`config.mk`:
```
export PLATFORM = sky130hd
export DESIGN_NAME = tone_bank_flat
export DESIGN_NICKNAME = d
export VERILOG_FILES = /design/src/rtl/tone_bank_if.sv /design/src/rtl/tone_bank.sv /design/src/flat_wrapper.sv
export SDC_FILE = /design/constraint.sdc
export NUM_CORES = 1
export LEC_CHECK = 0
export ABC_AREA = 1
export CAP_MARGIN = 20
export CORE_ASPECT_RATIO = 1.4
export CORE_MARGIN = 5
export CORE_UTILIZATION = 54
export DETAILED_ROUTE_END_ITERATION = 12
export PLACE_DENSITY = 0.76
export SLEW_MARGIN = 10
export SYNTH_ARGS = -nofsm -noshare
export SYNTH_HDL_FRONTEND = slang
export SYNTH_SLANG_ARGS = --single-unit
```
`constraint.sdc`:
```
create_clock -name clk -period 2.2 [get_ports clk]
set_input_delay 0.33 -clock clk [delete_from_list [all_inputs] [get_ports clk]]
set_output_delay 0.33 -clock clk [all_outputs]
set_load 0.005 [all_outputs]
```
`src/rtl/tone_bank_if.sv`:
```
// tone_bank_if: command port of the tone_bank multi-channel tone generator.
//   cmd_valid  master->slave  command present
//   cmd_ready  slave->master  command accepted when cmd_valid && cmd_ready
//   cmd_ch     master->slave  target channel index (3 bits)
//   cmd_half   master->slave  half-period in clock cycles, 0 = stop
//   cmd_dur    master->slave  duration in ms, 0 = continuous
//   cmd_err    slave->master  one-cycle pulse on an out-of-range channel
interface tone_bank_if #(
  parameter int HALF_W = 20,
  parameter int DUR_W  = 16
);
  logic              cmd_valid;
  logic              cmd_ready;
  logic [2:0]        cmd_ch;
  logic [HALF_W-1:0] cmd_half;
  logic [DUR_W-1:0]  cmd_dur;
  logic              cmd_err;

  modport master (output cmd_valid, cmd_ch, cmd_half, cmd_dur,
                  input  cmd_ready, cmd_err);
  modport slave  (input  cmd_valid, cmd_ch, cmd_half, cmd_dur,
                  output cmd_ready, cmd_err);
endinterface

```
`src/rtl/tone_bank.sv`:
```
// tone_bank: CHANNELS independent square-wave tone generators for piezo
// outputs. Each channel takes a half-period (cycles) and a duration (ms)
// through the command interface, plays, then stops and pulses done.
// Ports:
//   clk       system clock, rising edge
//   rst_n     asynchronous active-low reset
//   cmd       tone_bank_if.slave command port (valid/ready, ch, half, dur, err)
//   tone_out  per-channel square wave (registered)
//   busy      per-channel playing flag (registered)
//   done      per-channel one-cycle pulse on natural expiry (registered)
//   mix_out   tone of the lowest-index busy channel, one cycle late;
//             present only when the TONE_MIX_EN macro is defined
module tone_bank #(
  parameter int CLK_HZ   = 100_000_000,
  parameter int CHANNELS = 2,
  parameter int HALF_W   = 20,
  parameter int DUR_W    = 16
) (
  input  logic                clk,
  input  logic                rst_n,
  tone_bank_if.slave          cmd,
  output logic [CHANNELS-1:0] tone_out,
  output logic [CHANNELS-1:0] busy,
  output logic [CHANNELS-1:0] done
`ifdef TONE_MIX_EN
  ,
  output logic                mix_out
`endif
);

  localparam int MS_DIV = CLK_HZ / 1000;
  localparam int PRE_W  = (MS_DIV > 1) ? $clog2(MS_DIV) : 1;
  localparam logic [PRE_W-1:0] PRE_LAST = PRE_W'(MS_DIV - 1);

  typedef enum logic {IDLE, PLAY} state_t;

  state_t              r_state      [CHANNELS];
  state_t              w_state_nxt  [CHANNELS];
  logic [HALF_W-1:0]   r_half       [CHANNELS];
  logic [HALF_W-1:0]   w_half_nxt   [CHANNELS];
  logic [HALF_W-1:0]   r_half_cnt   [CHANNELS];
  logic [HALF_W-1:0]   w_hcnt_nxt   [CHANNELS];
  logic [PRE_W-1:0]    r_pre        [CHANNELS];
  logic [PRE_W-1:0]    w_pre_nxt    [CHANNELS];
  logic [DUR_W-1:0]    r_ms_rem     [CHANNELS];
  logic [DUR_W-1:0]    w_ms_nxt     [CHANNELS];
  logic [CHANNELS-1:0] r_tone, w_tone_nxt;
  logic [CHANNELS-1:0] r_done, w_done_nxt;
  logic                r_ready;
  logic                r_err, w_err_nxt;
  logic                w_accept, w_ch_ok;
  logic [31:0]         w_ch32;

  always_comb begin
    w_ch32    = {29'd0, cmd.cmd_ch};
    w_accept  = cmd.cmd_valid && r_ready;
    w_ch_ok   = w_ch32 < 32'(CHANNELS);
    w_err_nxt = w_accept && !w_ch_ok;
    for (int unsigned ch = 0; ch < CHANNELS; ch++) begin
      w_state_nxt[ch] = r_state[ch];
      w_half_nxt[ch]  = r_half[ch];
      w_hcnt_nxt[ch]  = r_half_cnt[ch];
      w_pre_nxt[ch]   = r_pre[ch];
      w_ms_nxt[ch]    = r_ms_rem[ch];
      w_tone_nxt[ch]  = r_tone[ch];
      w_done_nxt[ch]  = 1'b0;

      if (r_state[ch] == PLAY) begin
        if (r_half_cnt[ch] == r_half[ch] - HALF_W'(1)) begin
          w_hcnt_nxt[ch] = '0;
          w_tone_nxt[ch] = ~r_tone[ch];
        end else begin
          w_hcnt_nxt[ch] = r_half_cnt[ch] + HALF_W'(1);
        end
        // ms_rem stays 0 for continuous tones, so it never expires.
        if (r_pre[ch] == PRE_LAST) begin
          w_pre_nxt[ch] = '0;
          if (r_ms_rem[ch] == DUR_W'(1)) begin
            w_ms_nxt[ch]    = '0;
            w_state_nxt[ch] = IDLE;
            w_tone_nxt[ch]  = 1'b0;
            w_done_nxt[ch]  = 1'b1;
          end else if (r_ms_rem[ch] != '0) begin
            w_ms_nxt[ch] = r_ms_rem[ch] - DUR_W'(1);
          end
        end else begin
          w_pre_nxt[ch] = r_pre[ch] + PRE_W'(1);
        end
      end

      // A command overrides any same-edge expiry, suppressing its done.
      if (w_accept && w_ch_ok && (w_ch32 == ch)) begin
        w_done_nxt[ch] = 1'b0;
        if (cmd.cmd_half == '0) begin
          w_state_nxt[ch] = IDLE;
          w_tone_nxt[ch]  = 1'b0;
        end else begin
          w_state_nxt[ch] = PLAY;
          w_half_nxt[ch]  = cmd.cmd_half;
          w_ms_nxt[ch]    = cmd.cmd_dur;
          w_hcnt_nxt[ch]  = '0;
          w_pre_nxt[ch]   = '0;
          w_tone_nxt[ch]  = 1'b1;
        end
      end
    end
  end

  always_ff @(posedge clk or negedge rst_n) begin
    if (!rst_n) begin
      for (int unsigned ch = 0; ch < CHANNELS; ch++) begin
        r_state[ch]    <= IDLE;
        r_half[ch]     <= '0;
        r_half_cnt[ch] <= '0;
        r_pre[ch]      <= '0;
        r_ms_rem[ch]   <= '0;
      end
      r_tone  <= '0;
      r_done  <= '0;
      r_ready <= 1'b0;
      r_err   <= 1'b0;
    end else begin
      for (int unsigned ch = 0; ch < CHANNELS; ch++) begin
        r_state[ch]    <= w_state_nxt[ch];
        r_half[ch]     <= w_half_nxt[ch];
        r_half_cnt[ch] <= w_hcnt_nxt[ch];
        r_pre[ch]      <= w_pre_nxt[ch];
        r_ms_rem[ch]   <= w_ms_nxt[ch];
      end
      r_tone  <= w_tone_nxt;
      r_done  <= w_done_nxt;
      r_ready <= 1'b1;
      r_err   <= w_err_nxt;
    end
  end

  always_comb begin
    for (int unsigned ch = 0; ch < CHANNELS; ch++) begin
      busy[ch] = (r_state[ch] == PLAY);
    end
  end

  assign tone_out      = r_tone;
  assign done          = r_done;
  assign cmd.cmd_ready = r_ready;
  assign cmd.cmd_err   = r_err;

`ifdef TONE_MIX_EN
  logic r_mix, w_mix_nxt, w_found;

  always_comb begin
    w_mix_nxt = 1'b0;
    w_found   = 1'b0;
    for (int unsigned ch = 0; ch < CHANNELS; ch++) begin
      if (!w_found && (r_state[ch] == PLAY)) begin
        w_mix_nxt = r_tone[ch];
        w_found   = 1'b1;
      end
    end
  end

  always_ff @(posedge clk or negedge rst_n) begin
    if (!rst_n) r_mix <= 1'b0;
    else        r_mix <= w_mix_nxt;
  end

  assign mix_out = r_mix;
`endif

endmodule

```
`src/flat_wrapper.sv`:
```
// flat-port wrapper written by rule: the top's interface ports become plain ports
module tone_bank_flat 
#(
  parameter int CLK_HZ   = 100_000_000,
  parameter int CHANNELS = 2,
  parameter int HALF_W   = 20,
  parameter int DUR_W    = 16
)
  (clk, rst_n, tone_out, busy, done, cmd_cmd_valid, cmd_cmd_ch, cmd_cmd_half, cmd_cmd_dur, cmd_cmd_ready, cmd_cmd_err);
  tone_bank_if #(.HALF_W(HALF_W), .DUR_W(DUR_W)) cmd_i ();
  input  logic clk;
  input  logic rst_n;
  output logic [CHANNELS-1:0] tone_out;
  output logic [CHANNELS-1:0] busy;
  output logic [CHANNELS-1:0] done;
  input wire logic [$bits(cmd_i.cmd_valid)-1:0] cmd_cmd_valid;
  input wire logic [$bits(cmd_i.cmd_ch)-1:0] cmd_cmd_ch;
  input wire logic [$bits(cmd_i.cmd_half)-1:0] cmd_cmd_half;
  input wire logic [$bits(cmd_i.cmd_dur)-1:0] cmd_cmd_dur;
  output wire logic [$bits(cmd_i.cmd_ready)-1:0] cmd_cmd_ready;
  output wire logic [$bits(cmd_i.cmd_err)-1:0] cmd_cmd_err;
  assign cmd_i.cmd_valid = cmd_cmd_valid;
  assign cmd_i.cmd_ch = cmd_cmd_ch;
  assign cmd_i.cmd_half = cmd_cmd_half;
  assign cmd_i.cmd_dur = cmd_cmd_dur;
  assign cmd_cmd_ready = cmd_i.cmd_ready;
  assign cmd_cmd_err = cmd_i.cmd_err;
  tone_bank #(.CLK_HZ(CLK_HZ), .CHANNELS(CHANNELS), .HALF_W(HALF_W), .DUR_W(DUR_W)) u_core (.clk(clk), .rst_n(rst_n), .cmd(cmd_i), .tone_out(tone_out), .busy(busy), .done(done));
endmodule
```
==> reports/metrics.cfg, run 1 <==
[status]
status = finished clean

[routing]
routed_wl_um = 25300
drc = 0
first_pass_iters = 5
wl_per_cell_um = 14.5
vias_per_cell = 5.29
drtIter0Drc = 605
drtAntennaViolNets = 0
vias = 9230

[sta]
fmax_mhz = 458
final_max_slew_viol_count = 0
period_needed_ns = 2.18
setup_viol = 0
min_period_over_period_pct = 99.3
slew_headroom_pct = 62.5
rsz0062_at_grt = yes
fin_skew_ns = 0.00710
final-hold-violation-count = 0
worst_pin_slew_ns = 0.563

[synthesis]
yosys.area.top_type_share_pct = 40.4
synth.cell_area_um2 = 9530
syn_avg_cell_area_um2 = 7.11
yosys-top-cells-area = dfrtp_1, nand2_1, inv_1
synth_edf_count = 0
synthCells = 1341
yosysSeqAreaShare_pct = 40.4
synth-async-reset-ratio_pct = 100
synth_common_cells = nand2_1, inv_1, nor2_1, dfrtp_1, nand3_1
postSynthNetCount = 1395
yosys.area.top_type = dfrtp_1
yosysMostFrequentCell = nand2_1
synth_seq_cells = 154
yosysWarnings = 0
synth.distinct_cells = 46
ys.flop_type = dfrtp_1

[setup_path]
cp.required_ns = 2.52
worst_setup_path_end_kind = flop
worstPathArrival_ns = 2.50
cp_max_fo = 7
startpoint_type = flop
worst-setup-path-type = reg -> reg

[finish]
regArea_um2 = 3860
multi_input_area_um2 = 5030
area_delta_synth_final_pct = 26.0
drive_gt1_share_pct = 16.1
nNetsFinal = 1549
fillers = 1417
final_cell_count_no_fill = 1744
antennaDiodeCount = 0
fin_area_um2 = 12000

[power]
power_frac_seq_pct = 37.5
ir_drop_v = 0.000645
p_switching_mw = 3.82
p_comb_share_pct = 32.0
p_int_mw = 6.89
p_sw_share_pct = 35.6
pwr-share-clk_pct = 30.5
p_leak_nw = 5.96
pwr_density_cell_nw_per_um2 = 892

[clock_network]
clk_latency_ns = 0.43
cts.sinks = 154
root_buffer = clkbuf_16
numCtsBuffers = 17
clock_path_buffers = 2
cts_tree = built
cts.reportedPaths.clkPinSlew_ns = 0.06
cts_max_level = 4

[floorplan]
core_um2 = 17300
rows = 57
io-pin-count = 50
die-area_um2 = 20400
die_h_um = 167
initial_core_util_pct = 55.0
die_w_um = 122

[global_routing]
grt_max_degree = 57
grt_overflow_total = 0
grt_antenna_before_repair = 0
track_usage_pct = 24.6
grt_pass1_wl_um = 40900
grt_pass1_vias = 9004

[placement]
placed_cells = 1695
place_congestion = 0.917
portBuffers = 49
dp_hpwl_um = 18700
placed_area_um2 = 11000

[job]
drv_cap = 0

[min_path]
hold_class = in -> async

==> placed cells by master, fill, tap and decap left out, types with 7 or more instances in the layout <==
cell type        count
a21oi_1             35
buf_4               98
buf_6                8
clkbuf_16           17
clkdlybuf4s50_1     48
dfrtp_1            150
ha_1                 9
inv_1              194
inv_2                8
nand2_1            300
nand2_2             13
nand3_1             77
nand4_1             42
nor2_1             183
nor2_2              33
nor2_4               7
nor3_1              20
nor4_1              11
o21ai_0             80
o22ai_1             15
or2_2                7
xnor2_1             21
xor2_1              50
==> final cells by class <==
cell class	count	share of cell area (%)
clock buffer	18	3.66
clock inverter	14	1.81
inverter	202	6.31
multi-input combinational	960	41.8
sequential	154	32.1
tap	236	2.46
timing repair buffer	160	11.8
==> state kept, by name (all words and copies together), names as in the netlist <==
name                  cells
u_core.tone_out           2
u_core.cmd.cmd_ready      1
u_core.r_half            40
u_core.busy               2
u_core.done               2
u_core.r_half_cnt        40
u_core.r_ms_rem          32
u_core.r_pre             34
u_core.cmd.cmd_err        1
==> worst max-delay path, cell delays in order, from the launching register on <==
cell and delay (ns):
dfrtp_1 0.39, inv_2 0.09, ha_4 0.14, buf_6 0.11, nand2_4 0.05, nor2_4 0.11, nand2_1 0.07, nand2_1 0.09
nand2_2 0.07, xor2_2 0.19, nand3_1 0.11, nor2_2 0.20, nand4_4 0.14, buf_6 0.17, o211ai_1 0.08, inv_1 0.06
==> cells by family after synthesis <==
group | after synthesis | synth area share [%]
adders and majority gates | 12 | 1.58
other | 1 | 0.0393
buffers and inverters | 227 | 9.23
DFF | 154 | 40.4
xor gates and xnor gates | 73 | 6.71
and+or+nand+nor | 722 | 33.1
AOI/OAI and AO/OA | 152 | 8.90
==> final timing paths <==
| check | start | to | slack (ns) | cells after the start |
|---|---|---|---|---|
| worst max-delay path | u_core.r_half[1]$_DFFE_PN0P_ | u_core.r_half_cnt[6]$_DFF_PN0_ | 0.02 | 15 |
| worst min register to register | u_core.r_half[39]$_DFFE_PN0P_ | u_core.r_half[39]$_DFFE_PN0P_ | 0.52 | 2 |
| worst max register to register | u_core.r_half[1]$_DFFE_PN0P_ | u_core.r_half_cnt[6]$_DFF_PN0_ | 0.02 | 15 |
| min in group clk | cmd_cmd_valid | u_core.cmd.cmd_err$_DFF_PN0_ | 0.49 | 3 |
| worst min-delay path | rst_n | u_core.r_half_cnt[26]$_DFF_PN0_ | 0.44 | 2 |
| max in group asynchronous | rst_n | u_core.r_half_cnt[39]$_DFF_PN0_ | 1.01 | 3 |
==> stage by stage <==
step / setup WS (ns) / hold WS [ns] / TNS [ns] / total power [mW] / utilization, %
floorplan: 0.111 / 0.0344 / 0 / 5.94 / -
global placement: -0.245 / 0.327 / -15.40 / 6.99 / 63.3
detailed placement: -0.228 / 0.332 / -13.30 / 7.10 / 63.3
CTS: 0.00226 / 0.472 / 0 / 10.4 / 67.4
global route: -0.134 / 0.486 / -2.65 / 11.4 / 69.3
finish: 0.0154 / 0.435 / 0 / 10.7 / 69.3
==> repair_timing <==
item | in CTS | in global routing
endpoints found under the hold margin | 53 | 0
pin swaps | 2 | 26
endpoints found under the setup margin | 39 | 64
hold buffers | 1 | 0
setup buffers | 4 | 12
resized for setup | 5 | 68
gates cloned | 0 | 0
==> routing by layer <==
metal	global-route usage, %	vias up	part of all wire [%]
li1	-	4583	-
met1	28.4	4333	39
met2	44.1	241	52
met3	3.98	73	3.8
met4	11.3	0	4.4
met5	0	-	0
==> power by group through the flow <==
stage / registers [mW] / clock network (mW) / logic (mW)
CTS: 3.96 / 3.29 / 3.17
global placement: 4.00 / 0 / 2.99
floorplan: 3.83 / 0 / 2.11
finish: 4.01 / 3.27 / 3.43
detailed placement: 4.00 / 0 / 3.10
global route: 4.08 / 3.42 / 3.85
No activity file was read; power rests on OpenSTA's default activity.
==> inputs of run 2 (changes only) <==
--- a/config.mk
+++ b/config.mk
@@ -10,6 +10,7 @@
 export CORE_ASPECT_RATIO = 1.4
 export CORE_MARGIN = 5
 export CORE_UTILIZATION = 54
+export CTS_BUF_LIST = sky130_fd_sc_hd__clkbuf_16
 export DETAILED_ROUTE_END_ITERATION = 12
 export PLACE_DENSITY = 0.76
 export SLEW_MARGIN = 10
==> constraint.sdc (replaced) <==
create_clock -name clk -period 2.2 [get_ports clk]
set_input_delay 0.33 -clock clk [delete_from_list [all_inputs] [get_ports clk]]
set_output_delay 0.33 -clock clk [all_outputs]
set_load 0.02 [all_outputs]
==> reports/metrics.cfg, run 2 (synthesis gave the netlist of run 1 again) <==
[sta]
final-hold-violation-count = 0
final_max_slew_viol_count = 0
worst_pin_slew_ns = 0.563
rsz0062_at_grt = yes
period_needed_ns = 2.19
setup_tns_ns = 0
slew_headroom_pct = 62.5
fin_skew_ns = 0.00713
setup_viol = 0
fmax_mhz = 457
min_period_over_period_pct = 99.4
holdWs_ns = 0.437

[global_routing]
grt_pass1_vias = 8991
track_usage_pct = 24.6
grt_pass1_wl_um = 40800
grt_antenna_before_repair = 0
grt_max_degree = 57
grt_overflow_total = 0

[routing]
vias = 9188
vias_per_cell = 5.27
routed_wl_um = 25200
first_pass_iters = 5
drtAntennaViolNets = 0
wl_per_cell_um = 14.5
drc = 0
drtIter0Drc = 564

[clock_network]
clock_path_buffers = 2
numCtsBuffers = 17
cts.sinks = 154
root_buffer = clkbuf_16
cts_max_level = 4
cts.reportedPaths.clkPinSlew_ns = 0.06
cts_tree = built
clk_latency_ns = 0.43

[power]
ir_drop_v = 0.000637
p_leak_nw = 5.96
total_power_mw = 10.7
pwr_density_cell_nw_per_um2 = 890

[setup_path]
endpoint = u_core.r_half_cnt[6]$_DFF_PN0_
reg2reg_to = u_core.r_half_cnt[6]$_DFF_PN0_
worst-setup-path-type = reg -> reg
critPathSlowestCell = dfrtp_1
slowest_delay_ns = 0.39
startpoint_type = flop
ff2ff_path_depth = 15
cp.required_ns = 2.52
regToRegStartpoint = u_core.r_half[1]$_DFFE_PN0P_
worst_setup_path_end_kind = flop
worstPathArrival_ns = 2.50
path_cells = inv_2 > ha_4 > buf_6 > nand2_4 > nor2_4 > nand2_1 > nand2_1 > nand2_2 > xor2_2 > nand3_1 > nor2_2 > nand4_4 > buf_6 > o211ai_1 > inv_1
cp_max_fo = 7
rrSetupSlack_ns = 0.01
startpoint = u_core.r_half[1]$_DFFE_PN0P_

[min_path]
hold_class = in -> async

[finish]
antennaDiodeCount = 0
nNetsFinal = 1549
fillers = 1417
final_common_cell = nand2_1
top_regs = u_core.r_half x40, u_core.r_half_cnt x40, u_core.r_pre x34
final_cell_mix = nand2_1, inv_1, nor2_1, dfrtp_1, buf_4
drive_gt1_share_pct = 16.1
area_delta_synth_final_pct = 26.0

[floorplan]
initial_core_util_pct = 55.0
die-area_um2 = 20400
rows = 57
die_w_um = 122
core_um2 = 17300
io-pin-count = 50
die_h_um = 167

[placement]
place_congestion = 0.917
dp_hpwl_um = 18700
portBuffers = 49

[status]
status = finished clean

[job]
drv_cap = 0

-- run 2: critical path: cells and delay by family (launching register included) --
| kind | cells | cell delay [ns] |
|---|---|---|
| fa+ha+maj | 1 | 0.14 |
| compound gates | 1 | 0.08 |
| xor+xnor | 1 | 0.19 |
| simple gates | 8 | 0.84 |
| buf+inv | 4 | 0.43 |
| flops | 1 | 0.39 |
-- run 2: area by class of cell --
type	count	area, um2	area share [%]
inverter	202	758	6.32
sequential	154	3860	32.1
tap	236	295	2.46
multi-input combinational	960	5030	41.9
clock buffer	17	425	3.54
timing repair buffer	160	1420	11.8
clock inverter	15	221	1.84
-- run 2: where the power goes --
group	switching [mW]	total, mW	leakage, nW	internal (mW)
clock	1.21	3.23	0.308	2.02
combinational	1.97	3.45	3.65	1.48
sequential	0.646	4.01	2.00	3.36
total	3.83	10.7	5.96	6.86
-- run 2: timing repair --
action	in CTS	in global routing
setup endpoints to repair	39	64
pin swaps	2	26
buffers inserted	4	12
endpoints found under the hold margin	53	0
hold buffers	1	0
gates resized for setup	5	69
-- run 2: metal layers --
metal | share of wire [%] | up-vias | track usage [%]
met3 | 4.1 | 74 | 3.98
met2 | 52 | 242 | 43.9
met1 | 39 | 4282 | 28.5
met4 | 4.5 | 0 | 11.3
li1 | - | 4590 | -
met5 | 0 | - | 0
-- run 2: metrics by stage --
step | util, % | setup slack [ns] | instance area, um2 | cells
3_3_place_gp | 63.3 | -0.245 | 11000 | 1695
4_1_cts | 67.4 | 0.00226 | 11700 | 1732
2_1_floorplan | - | 0.111 | 9530 | 1341
6_report | 69.3 | 0.0123 | 12000 | 1744
5_1_grt | 69.3 | -0.134 | 12000 | 1744
3_5_place_dp | 63.3 | -0.228 | 11000 | 1695
-- run 2: worst min-delay path by stage --
stage                     start                               to  slack, ns  depth (start not counted)
after floorplan           rst_n         u_core.busy[0]$_DFF_PN0_       0.03                          0
final                     rst_n  u_core.r_half_cnt[26]$_DFF_PN0_       0.44                          2
after detailed placement  rst_n  u_core.r_half_cnt[26]$_DFF_PN0_       0.33                          1
after CTS                 rst_n  u_core.r_half_cnt[26]$_DFF_PN0_       0.47                          2
after global routing      rst_n  u_core.r_half_cnt[26]$_DFF_PN0_       0.49                          2
after global placement    rst_n  u_core.r_half_cnt[26]$_DFF_PN0_       0.33                          1
==> patch, RTL diff (settings of run 2) <==
`CHANNELS` is set to 2 in 2 places; all go to 4.
--- a/src/rtl/tone_bank.sv
+++ b/src/rtl/tone_bank.sv
@@ -14,3 +14,3 @@
   parameter int CLK_HZ   = 100_000_000,
-  parameter int CHANNELS = 2,
+  parameter int CHANNELS = 4,
   parameter int HALF_W   = 20,
--- a/src/flat_wrapper.sv
+++ b/src/flat_wrapper.sv
@@ -4,3 +4,3 @@
   parameter int CLK_HZ   = 100_000_000,
-  parameter int CHANNELS = 2,
+  parameter int CHANNELS = 4,
   parameter int HALF_W   = 20,
Interface: changed (resized busy, done and tone_out); port bits go from 50 to 56. The function was not compared with the original's and may differ.
==> patch against run 2 <==
  * The run now ends with setup timing left
  * Sequential cell count rose by 152
  * Largest power group unchanged
  * Setup slack got worse by 0.021 ns
  * Synthesized cell count rose by 100%
  * Routed wire length rose by 110%
  * Largest cell class unchanged
  * Design area rose by 94%
  * Total power rose by 94%
  * Area after synthesis rose by 100%
==> patch: results (changes against run 2) <==
Final #Nets 2951 (+91%); Hold Crit Class input port to flip-flop; Main synth FF type dfrtp_1; Max stage delay on crit path 0.40 ns; All-Layer GR Usage 26.0% (+1.4 points); initial DRC count 1231 (+120%); Final Skew 0.0167 ns (+0.00961 ns); violated checks setup timing; Placed Area 21400 µm² (+95%); GPL Wtd Cong 0.917 (about the same); hpwl dp 38.6 mm (+110%); outcome finished, violations left; worst ir drop on vdd 0.676 mV (+6.1%); WHS Path Cells 3; Synth Warn # 0 (unchanged); dpl ws -0.450 ns (-0.222 ns); clock root cell clkbuf_16; share of layout cells above drive strength 1 15.4% (-0.67 points); P_leak 11.3 nW (+90%); met3 usage 3.13% (-0.85 points); Crit Path Max Fanout 8 (+1); setup TNS -0.0470 ns (-0.0470 ns); Slew @ Worst Pin 0.600 ns (+0.0373 ns); setup bufs post-CTS 3 (-1); Routed WL 52.3 mm (+110%); GR Util met2 46.5% (+2.5 points); Num CTS Buffers 34 (+17); Critical-path top delay cell dfrtp_1; Hold Buf Count CTS 1 (unchanged); Post-synth top cells nand2_1 (595), nor2_1 (389), inv_1 (379); vias in the first global route 17900 (+99%); Syn Inst Count 2679 (+100%); worst skew pair latency 0.53 ns (+0.10 ns); clk slew on worst S/H paths 0.06 ns (about the same); initial antenna violation count 0 (unchanged); Synth cell types 60 (+30%); final worst slack -0.00906 ns (-0.0214 ns); endpoints failing setup 8 (+8); GR Util met1 31.9% (+3.4 points); H-tree Lvls 2 (-2); dpl cells 3283 (+94%); Post-synth ARST share 100% (unchanged); router iterations before antenna repair 8 (+3); first-pass GRT wire length 85.2 mm (+110%); Max clock buf depth 3 (+1); largest registers u_core.r_half x80, u_core.r_half_cnt x80, u_core.r_pre x68; detail-routed via count per cell 5.46 (+3.7%); post-DR wirelength/cell 15.6 µm (+7.6%); CP delay by family, top simple AND/OR/NAND/NOR gates; CTS resizes 28 (+23); IO buf count 55 (+12%); largest net degree at the start of global routing 64 (+12%); Seq/Total Area, Yosys 39.8% (-0.63 points); n_diodes 0 (unchanged); Worst Path Arrival 2.62 ns (+0.12 ns); top cells by area, synth dfrtp_1 (40%), nand2_1 (12%), nor2_1 (7.6%)
## patch: path summary, 6_finish.rpt
path	slack, ns	end	startpoint
worst max register to register	-0.009	u_core.r_half_cnt[23]$_DFF_PN0_	u_core.r_half[20]$_DFFE_PN0P_
max in group asynchronous	1.06	u_core.r_half_cnt[48]$_DFF_PN0_	rst_n
min in group asynchronous	0.36	u_core.r_pre[65]$_DFF_PN0_	rst_n
worst min-delay path	0.35	u_core.cmd.cmd_err$_DFF_PN0_	cmd_cmd_ch[2]
worst max-delay path	-0.009	u_core.r_half_cnt[23]$_DFF_PN0_	u_core.r_half[20]$_DFFE_PN0P_
worst min register to register	0.50	u_core.r_half[79]$_DFFE_PN0P_	u_core.r_half[79]$_DFFE_PN0P_
## patch: layer usage
metal	up-vias	routed length, µm
met5	-	0
met2	521	26500
met4	0	2180
met3	144	2420
met1	8716	21200
li1	9001	-
## patch: cell type report
type                            count  area (µm²)
Tap cell                          456         571
Multi-Input combinational cell   1938       10400
Timing Repair Buffer              214        2000
Clock buffer                       37         926
Clock inverter                     22         287
Inverter                          391        1470
Fill cell                        3023       11700
Sequential cell                   306        7670
## patch: logic make-up (layout without fill, tap and decap cells)
family                     Yosys count  after routing  share of synthesized area (%)
AOI/OAI and AO/OA                  302            302                           8.75
xor gates and xnor gates           146            146                           6.65
adders and majority gates           24             24                           1.56
buffers and inverters              437            664                           8.83
DFF                                306            306                           39.8
other                                1              1                         0.0195
and+or+nand+nor                   1463           1465                           34.4
## patch: where the power goes
group          leakage, nW  internal, mW  switching, mW  total [mW]
Sequential            3.97          6.68           1.28        7.96
Clock                0.605          3.85           2.39        6.24
Combinational         6.73          2.64           3.94        6.58
